[config.mk]
export PLATFORM = sky130hd
export DESIGN_NAME = facelet_scan_scheduler
export DESIGN_NICKNAME = d
export VERILOG_FILES = /design/src/rtl/cube_pkg.sv /design/src/rtl/facelet_scan_scheduler_store.sv /design/src/rtl/facelet_scan_scheduler.sv
export SDC_FILE = /design/constraint.sdc
export NUM_CORES = 2
export LEC_CHECK = 0
export CAP_MARGIN = 25
export CORE_MARGIN = 2
export CORE_UTILIZATION = 60
export CTS_CLUSTER_DIAMETER = 120
export DETAILED_ROUTE_END_ITERATION = 7
export PLACE_DENSITY = 0.83
export SKIP_CTS_REPAIR_TIMING = 1
export SLEW_MARGIN = 10
export SYNTH_ARGS = -nofsm -noshare
export SYNTH_HDL_FRONTEND = slang
export SYNTH_SLANG_ARGS = --single-unit
[constraint.sdc]
create_clock -name Clk -period 4.4 [get_ports Clk]
set_input_delay 1.32 -clock Clk [delete_from_list [all_inputs] [get_ports Clk]]
set_output_delay 1.32 -clock Clk [all_outputs]
set_load 0.02 [all_outputs]
[src/rtl/cube_pkg.sv]
// cube_pkg: shared constants and types for the facelet colour store and scan.
//   NUM_FACELETS / COLOR_W / IDX_W  - store geometry
//   COLOR_RESET                     - colour value after reset (all ones)
//   FACE_*                          - first facelet index of each face
//   facelet_idx_t, color_t          - index and colour word types
//   scan_state_e                    - scan FSM states
package cube_pkg;

    localparam int NUM_FACELETS = 54;
    localparam int COLOR_W      = 30;
    localparam int IDX_W        = 7;

    typedef logic [IDX_W-1:0]   facelet_idx_t;
    typedef logic [COLOR_W-1:0] color_t;

    localparam color_t COLOR_RESET = '1;

    localparam facelet_idx_t FACE_U = 7'd0;
    localparam facelet_idx_t FACE_D = 7'd9;
    localparam facelet_idx_t FACE_B = 7'd18;
    localparam facelet_idx_t FACE_F = 7'd27;
    localparam facelet_idx_t FACE_L = 7'd36;
    localparam facelet_idx_t FACE_R = 7'd45;

    // Index-typed bounds so comparisons stay IDX_W wide and unsigned.
    localparam facelet_idx_t NUM_IDX  = facelet_idx_t'(NUM_FACELETS);
    localparam facelet_idx_t LAST_IDX = facelet_idx_t'(NUM_FACELETS - 1);

    typedef enum logic [1:0] {
        IDLE,
        READ,
        PRESENT
    } scan_state_e;

endpackage

[src/rtl/facelet_scan_scheduler_store.sv]
// facelet_store: NUM_FACELETS x COLOR_W colour register file.
//   Clk, Reset_n      - clock, synchronous active-low reset (all entries -> COLOR_RESET)
//   we, waddr, wdata  - synchronous write port
//   raddr, rdata      - combinational read port (out-of-range reads return COLOR_RESET)
module facelet_store
    import cube_pkg::*;
(
    input  logic         Clk,
    input  logic         Reset_n,
    input  logic         we,
    input  facelet_idx_t waddr,
    input  color_t       wdata,
    input  facelet_idx_t raddr,
    output color_t       rdata
);

    localparam int ADDR_W = $clog2(NUM_FACELETS);

    color_t mem [NUM_FACELETS];

    always_ff @(posedge Clk) begin
        if (!Reset_n) begin
            mem <= '{default: COLOR_RESET};
        end else if (we && (waddr < NUM_IDX)) begin
            mem[waddr[ADDR_W-1:0]] <= wdata;
        end
    end

    always_comb begin
        rdata = COLOR_RESET;
        if (raddr < NUM_IDX) begin
            rdata = mem[raddr[ADDR_W-1:0]];
        end
    end

endmodule

[src/rtl/facelet_scan_scheduler.sv]
// facelet_scan_scheduler: owns the facelet colour store and shares its single
// access port between capture writes and the per-frame cube-map scan.
//   Clk, Reset_n            - clock, synchronous active-low reset
//   frame_start             - pulse; start scanning facelets 0..53
//   wr_req/wr_index/wr_color- capture write request, held until wr_ack
//   wr_ack, wr_err          - write performed; wr_err when wr_index out of range
//   scan_valid/scan_ready   - handshake for scan_index/scan_color pairs
//   scan_busy               - FSM not idle
//   scan_done               - pulse; last facelet accepted
//   frame_overrun           - pulse; frame_start arrived while busy
module facelet_scan_scheduler
    import cube_pkg::*;
#(
    parameter int STARVE_MAX = 4
)
(
    input  logic               Clk,
    input  logic               Reset_n,
    input  logic               frame_start,
    input  logic               wr_req,
    input  logic [IDX_W-1:0]   wr_index,
    input  logic [COLOR_W-1:0] wr_color,
    output logic               wr_ack,
    output logic               wr_err,
    output logic               scan_valid,
    input  logic               scan_ready,
    output logic [IDX_W-1:0]   scan_index,
    output logic [COLOR_W-1:0] scan_color,
    output logic               scan_busy,
    output logic               scan_done,
    output logic               frame_overrun
);

    localparam int STARVE_W = $clog2(STARVE_MAX + 1);
    localparam logic [STARVE_W-1:0] STARVE_LIMIT = STARVE_W'(STARVE_MAX);

    scan_state_e         state;
    facelet_idx_t        ptr;
    logic [STARVE_W-1:0] starve_cnt;
    color_t              rd_color;

    logic read_req;
    logic write_gnt;
    logic read_gnt;
    logic index_ok;
    logic store_we;

    // Writes win the port unless the pending read has lost STARVE_MAX times in a row.
    always_comb begin
        read_req  = (state == READ);
        write_gnt = wr_req && !(read_req && (starve_cnt == STARVE_LIMIT));
        read_gnt  = read_req && !write_gnt;
        index_ok  = (wr_index < NUM_IDX);
        store_we  = write_gnt && index_ok;
    end

    assign scan_busy = (state != IDLE);

    facelet_store u_store (
        .Clk     (Clk),
        .Reset_n (Reset_n),
        .we      (store_we),
        .waddr   (wr_index),
        .wdata   (wr_color),
        .raddr   (ptr),
        .rdata   (rd_color)
    );

    always_ff @(posedge Clk) begin
        if (!Reset_n) begin
            state         <= IDLE;
            ptr           <= '0;
            starve_cnt    <= '0;
            wr_ack        <= 1'b0;
            wr_err        <= 1'b0;
            scan_valid    <= 1'b0;
            scan_index    <= '0;
            scan_color    <= '0;
            scan_done     <= 1'b0;
            frame_overrun <= 1'b0;
        end else begin
            wr_ack        <= write_gnt;
            wr_err        <= write_gnt && !index_ok;
            scan_done     <= 1'b0;
            frame_overrun <= frame_start && (state != IDLE);

            // A READ cycle without a grant means the write took the port.
            if ((state != READ) || read_gnt) begin
                starve_cnt <= '0;
            end else begin
                starve_cnt <= starve_cnt + 1'b1;
            end

            case (state)
                IDLE: begin
                    if (frame_start) begin
                        ptr   <= '0;
                        state <= READ;
                    end
                end
                READ: begin
                    if (read_gnt) begin
                        scan_color <= rd_color;
                        scan_index <= ptr;
                        scan_valid <= 1'b1;
                        state      <= PRESENT;
                    end
                end
                PRESENT: begin
                    if (scan_valid && scan_ready) begin
                        scan_valid <= 1'b0;
                        if (ptr == LAST_IDX) begin
                            scan_done <= 1'b1;
                            state     <= IDLE;
                        end else begin
                            ptr   <= ptr + 1'b1;
                            state <= READ;
                        end
                    end
                end
                default: state <= IDLE;
            endcase
        end
    end

endmodule

; ---- Word level (Yosys, flattened, before mapping)
; Index checks and enable logic that the tools add are counted.
[totals]
reg_bits = 1674
in_bits = 42
output_inout_bits = 43
word_cells = 126
[classes]
addsub = 2
n_lt_le_gt_ge = 5
eq_ne = 9
n_mux = 20
bitwise_logic = 3
reduce_logical = 23
[op_table]
columns = operator, n
row1 = $bwmux 1620, 1
row2 = $bmux 30 s6, 1
row3 = $demux 30 s6, 1
row4 = $mux 30, 4
row5 = $mux 7, 3
row6 = $ge 7x7->1 const B, 2
row7 = $lt 7x6->1 const B, 2
row8 = $not 6->7, 2
row9 = $pmux 7 s2, 1
row10 = $logic_and 1x1->1, 9
row11 = $reduce_and 3->1, 3
row12 = $add 7x1->7 const B, 1
row13 = $eq 7x6->1 const B, 1
row14 = $lt 7x1->1 const B, 1
row15 = $mux 2, 3
row16 = $ne 2x2->1 const B, 3
row17 = $pmux 2 s3, 1
row18 = $reduce_bool 2->1, 3
row19 = $mux 1, 4
row20 = $ne 2x1->1 const B, 2
row21 = $reduce_and 4->1, 1
row22 = $add 3x1->3 const B, 1
row23 = $eq 3x3->1 const B, 1
row24 = $logic_not 1->1, 3
row25 = other kinds (8), 8

; ---- Logic depth before layout (Yosys ltp)
[logic_depth]
ltp_word = 8
mapped_depth = 11

; ---- Hierarchy
; From an unflattened synthesis, not the netlist that was laid out.
[unflattened]
hier_cells = 8651
hier_area_um2 = 71489.8
[by_module_without_submodules]
columns = module, n_inst, cells_each, area_each_um2, seq_area_each_um2
row1 = facelet_store, 1, 8385, 69267.7, 32431.1
row2 = facelet_scan_scheduler, 1, 266, 2222.1, 1081.0

; ---- Worst setup path after synthesis
; No wires, ideal clock.
[synth_timing]
path_kind = input to register
startpoint = in wr_index[2]
endpoint = reg u_store.mem[1140] (netlist bit)
arrival_ps = 2732
slack_ps = 1531
cell_stages = 8
n_path_buf = 3
path_cell_list = a21oi_1 o2111a_1 clkbuf_1 clkbuf_1 nand3_1 clkbuf_1 nand2_1 nand3_1
[synth_between]
elab_chain_len = 6
elab_cells_between_ends = 10
classes_between = order compare (3) / mux (3) / bitwise (1) / reduce/logical (3)
[synth_lines]
columns = item, line
row1 = from (decl), facelet_scan_scheduler.sv:21  ; input logic [IDX_W-1:0] wr_index,
row2 = $not 6->7 (not written as such), facelet_scan_scheduler_store.sv:25  ; mem[waddr[ADDR_W-1:0]] <= wdata;
row3 = $ge 7x7->1 (not written as such) / $lt 7x1->1 (equally long branches), facelet_scan_scheduler_store.sv:25
row4 = $logic_and 1x1->1 (not written as such), facelet_scan_scheduler_store.sv:25
row5 = $mux 30 (not written as such), facelet_scan_scheduler_store.sv:25
row6 = $demux 30 s6, facelet_scan_scheduler_store.sv:25
row7 = $bwmux 1620, facelet_scan_scheduler_store.sv:25
row8 = "to (signal, indexed assignment)", facelet_scan_scheduler_store.sv:25
row9 = to (decl), facelet_scan_scheduler_store.sv:19  ; color_t mem [NUM_FACELETS];
; Several ways; a longest one is shown, not always the timed one.
; A chain may end at the register's enable or synchronous reset.

; ---- Worst setup path after layout
[layout_timing]
startpoint = reg ptr[0]
endpoint = reg scan_color[29]
[layout_between]
elab_chain_len = 5
elab_cells_between_ends = 6
classes_between = order compare (1) / mux (4) / bitwise (1)
[layout_lines]
columns = item, line
row1 = from (decl), facelet_scan_scheduler.sv:38  ; facelet_idx_t ptr;
row2 = from (signal assigned), facelet_scan_scheduler.sv:116  ; ptr <= ptr + 1'b1;
row3 = $not 6->7 (not written as such), facelet_scan_scheduler_store.sv:32  ; rdata = mem[raddr[ADDR_W-1:0]];
row4 = $bmux 30 s6, facelet_scan_scheduler_store.sv:32
row5 = $mux 30 (not written as such) (2 in a row), facelet_scan_scheduler_store.sv:32
row6 = $mux 30 *, facelet_scan_scheduler_store.sv:31  ; if (raddr < NUM_IDX) begin
row7 = to (signal assigned), facelet_scan_scheduler.sv:103  ; scan_color <= rd_color;
row8 = to (decl), facelet_scan_scheduler.sv:28  ; output logic [COLOR_W-1:0] scan_color,
; Every way passes the cells marked *; elsewhere a longest branch is shown, timed or not. The select of a mux whose other input is x is not followed.

==> flow_summary.toml <==
[worst_setup_path]
start_kind = "register"
critPathArrivalTime_ns = 4.38
r2r-end = "scan_color[29]"
slowest_delay_ns = 0.95
cp_top_family = "compound AO/OA/AOI/OAI gates"
worstRegToRegCells = 6
cp_num_cells = 6
critical_path.max_fanout = 39
endpoint_kind = "register"
path_buf_inv = 1
worstPathRequired_ns = 5.03
critPathSlowestCell = "dfxtp_4"
r2r_start = "ptr[0]"
crit_chain = "buf_4, mux4_2, mux2i_1, o22ai_1, a2111oi_0, a31oi_1"
ff2ff_setup_slack_ns = 0.66
criticalPathCategory = "register to register"

[drt]
vias = 67540
wire_per_inst_um = 25.62
postRouteAntennaNets = 0
drt_iter0_drc = 12733
wl_mm = 258.8
firstDrtPassIters = 8
routed_via_density = 6.685
drcViolationCount = 6

[sta]
final.period_utilization_pct = 85.05
fmax_mhz = 267.2
setup_viol = 0
relSlewSlack_pct = 20.03
fin_crit_ns = 3.742
hold_slack_ns = 0.4580
hold_viol_final = 0
tns_ns = 0
tightest_slew_ns = 1.194
slew_violations = 0
rsz0062_at_grt = "no"
fin_worst_skew_ns = 0.03237

[floorplanning]
start_util_pct = 60.65
die_area_sq_um = 122500
die_h_um = 349.9
die-width_um = 349.9
core_area_sq_um = 118400
rows = 126
pin_count = 85

[synth]
syn_inst = 8731
synth_compound_area_share_pct = 2.570
synth_top_family_by_area = "simple AND/OR/NAND/NOR gates"
synth.area.mux_share_pct = 13.95
ys_seq_area_share_pct = 46.67
synth.avg_cell_area_sq_um = 8.224
synth-simple-area-share_pct = 31.35
syn_area_sq_um = 71810
synth_xor_area_share_pct = 0.07318
synth-seq-cells = 1674
syn_nets = 8781
ys_types = 67
synth_fa_ha_area_share_pct = 0.1394
synth_ff_type = "dfxtp_1"
synthArstFlopShare_pct = 0
yosys_warnings = 0
synth_edf_count = 0

[placement]
gp_congestion = 1.047
port_buffers = 84
hpwl_mm = 153.3
placed_cells = 9790

[final_layout]
syn_to_final_growth_pct = 10.45
final_cell_count_no_fill = 10103
finalNetCount = 8412
drive_gt1_share_pct = 11.94
nFillCells = 8725

[clock_tree]
clkLatencyLatePin_ns = 0.79
cts_tree = "built"
cts.clk_slew.worst_paths_ns = 0.06
clock_sinks = 1674
clockBufferDepth = 3
ctsRootBufferMaster = "clkbuf_16"
htreeDepth = 4
cts_inserted_buffers = 165

[global_route]
grt_usage_pct = 41.10
antenna_found_initial = 17
grt_pass1_vias = 64264
grt_pass1_wl_mm = 383.5
grt_max_degree = 182
grt_overflow = 0

[worst_hold_path]
hp-start = "starve_cnt[0]"
hold_depth = 1
min_to = "starve_cnt[0]"
hp-class = "register to register"

[power_and_ir_drop]
clockPowerShare_pct = 45.3
netSwitchingFraction_pct = 24.71
pwr-share-comb_pct = 7.2
p_leak_nw = 34.77
power.internal_mw = 24.71
p_sw_mw = 8.109
ir_worst_vdd_v = 0.0003837
p_per_area_nw_per_um2 = 413.8
pwr-share-seq_pct = 47.5

[job]
cap_violations = 0

[status]
violations = "design-rule violations"
outcome = "finished with violations"
## worst register-to-register path, cell delays in order (launching register included)
cell and delay [ns]:
dfxtp_4 0.95, buf_4 0.45, mux4_2 0.54, mux2i_1 0.38
o22ai_1 0.45, a2111oi_0 0.65, a31oi_1 0.17
## area by class of cell
type | instances | area, sq um | area share [%]
diodes | 9 | 22.52 | 0.02840
clock buffers | 234 | 4815 | 6.071
clock inverters | 65 | 843.3 | 1.063
inverters | 13 | 52.55 | 0.06626
multi-input cells | 6164 | 34820 | 43.90
flip-flops and latches | 1674 | 33530 | 42.27
well taps | 1600 | 2002 | 2.524
repair buffers | 344 | 3228 | 4.070
## registers in the layout, summed over array words and instances (netlist names)
signal	cells
u_store.mem	1620
scan_color	30
ptr	7
scan_index	7
starve_cnt	3
state	2
frame_overrun	1
scan_done	1
scan_valid	1
wr_ack	1
wr_err	1
## through the flow
step / area, sq um / worst slack, ns / util [%] / power [mW]
finish: 79310 / 0.6577 / 66.99 / 32.82
global route: 79300 / 0.6358 / 66.98 / 33.46
CTS: 79200 / 0.7257 / 66.90 / 32.61
detailed placement: 73540 / 0.2602 / 62.12 / 18.15
global placement: 73510 / 0.2937 / 62.09 / 18.11
floorplan: 71810 / 1.531 / - / 17.26
## power by group through the flow
stage,Clock (mW),Combinational [mW],Sequential [mW]
CTS,14.8,2.28,15.5
finish,14.9,2.37,15.6
global placement,0,2.24,15.9
global route,15.4,2.46,15.6
detailed placement,0,2.27,15.9
floorplan,0,1.46,15.8
## cell usage after synthesis (25+ instances only)
cell,instances,area (sq um)
mux2i_1,137,1371
a21oi_1,45,225.2
nor3_1,74,370.4
dfxtp_1,1674,33510
clkbuf_1,660,2477
nand3_1,1708,8548
buf_1,53,198.9
buf_4,26,195.2
nand2_1,3430,12870
nor2_1,50,187.7
o22ai_1,25,156.4
o21ai_0,30,150.1
mux4_2,359,8085
mux2_2,27,304.0
buf_2,119,595.6
## cell usage in the layout (no fill, tap or decap), types with 6 or more instances in the layout
master           Yosys  final
a2111oi_0           10     10
a211oi_1            20     20
a21oi_1             45     45
a221oi_1            20     20
a22o_1              17     17
a22oi_1             21     21
a31oi_1             21     21
and2_1               6      6
and3_1               6      6
and3b_1              6      6
buf_12               0     46
buf_2              119     31
buf_4               26    212
bufinv_16            0     17
clkbuf_1           660     32
clkbuf_16            0    170
clkbuf_8             0     32
clkdlybuf4s50_1      0     53
clkinv_2             0     36
dfxtp_1           1674   1669
diode_2              0      9
ha_1                 8      8
inv_1               11     10
mux2_1              23     23
mux2_2              27     27
mux2i_1            137    137
mux4_2             359    359
nand2_1           3430   3430
nand3_1           1708   1708
nand3b_1             6      6
nand4_1             10     10
nor2_1              50     50
nor2b_1             19     17
nor3_1              74     20
nor3_2               0     54
nor4_1               7      7
o21ai_0             30     30
o21ai_1              8      8
o221ai_1            11     11
o22ai_1             25     25
## routing by layer
layer	global-route usage (%)	up-vias	wire (um)
li1	-	28495	-
met1	50.18	32020	87270
met2	59.98	5722	109100
met3	14.35	1289	40710
met4	30.53	14	21730
met5	0	-	74
## worst max path at each step
stage                      startpoint                 to
after global routing           ptr[0]     scan_color[29]
after detailed placement  wr_index[2]  u_store.mem[1212]
after global placement         wr_req     scan_color[29]
after CTS                    state[0]          scan_busy
after floorplan           wr_index[2]  u_store.mem[1140]
final                          ptr[0]     scan_color[29]
## cells by family after synthesis
kind of cell | after synthesis
buffers and inverters | 893
flip-flops | 1674
adder cells (fa/ha/maj) | 8
AND/OR/NAND/NOR | 5340
AO/OA/AOI/OAI | 264
XOR/XNOR | 6
multiplexers | 546
No activity file was read; power rests on OpenSTA's default activity.
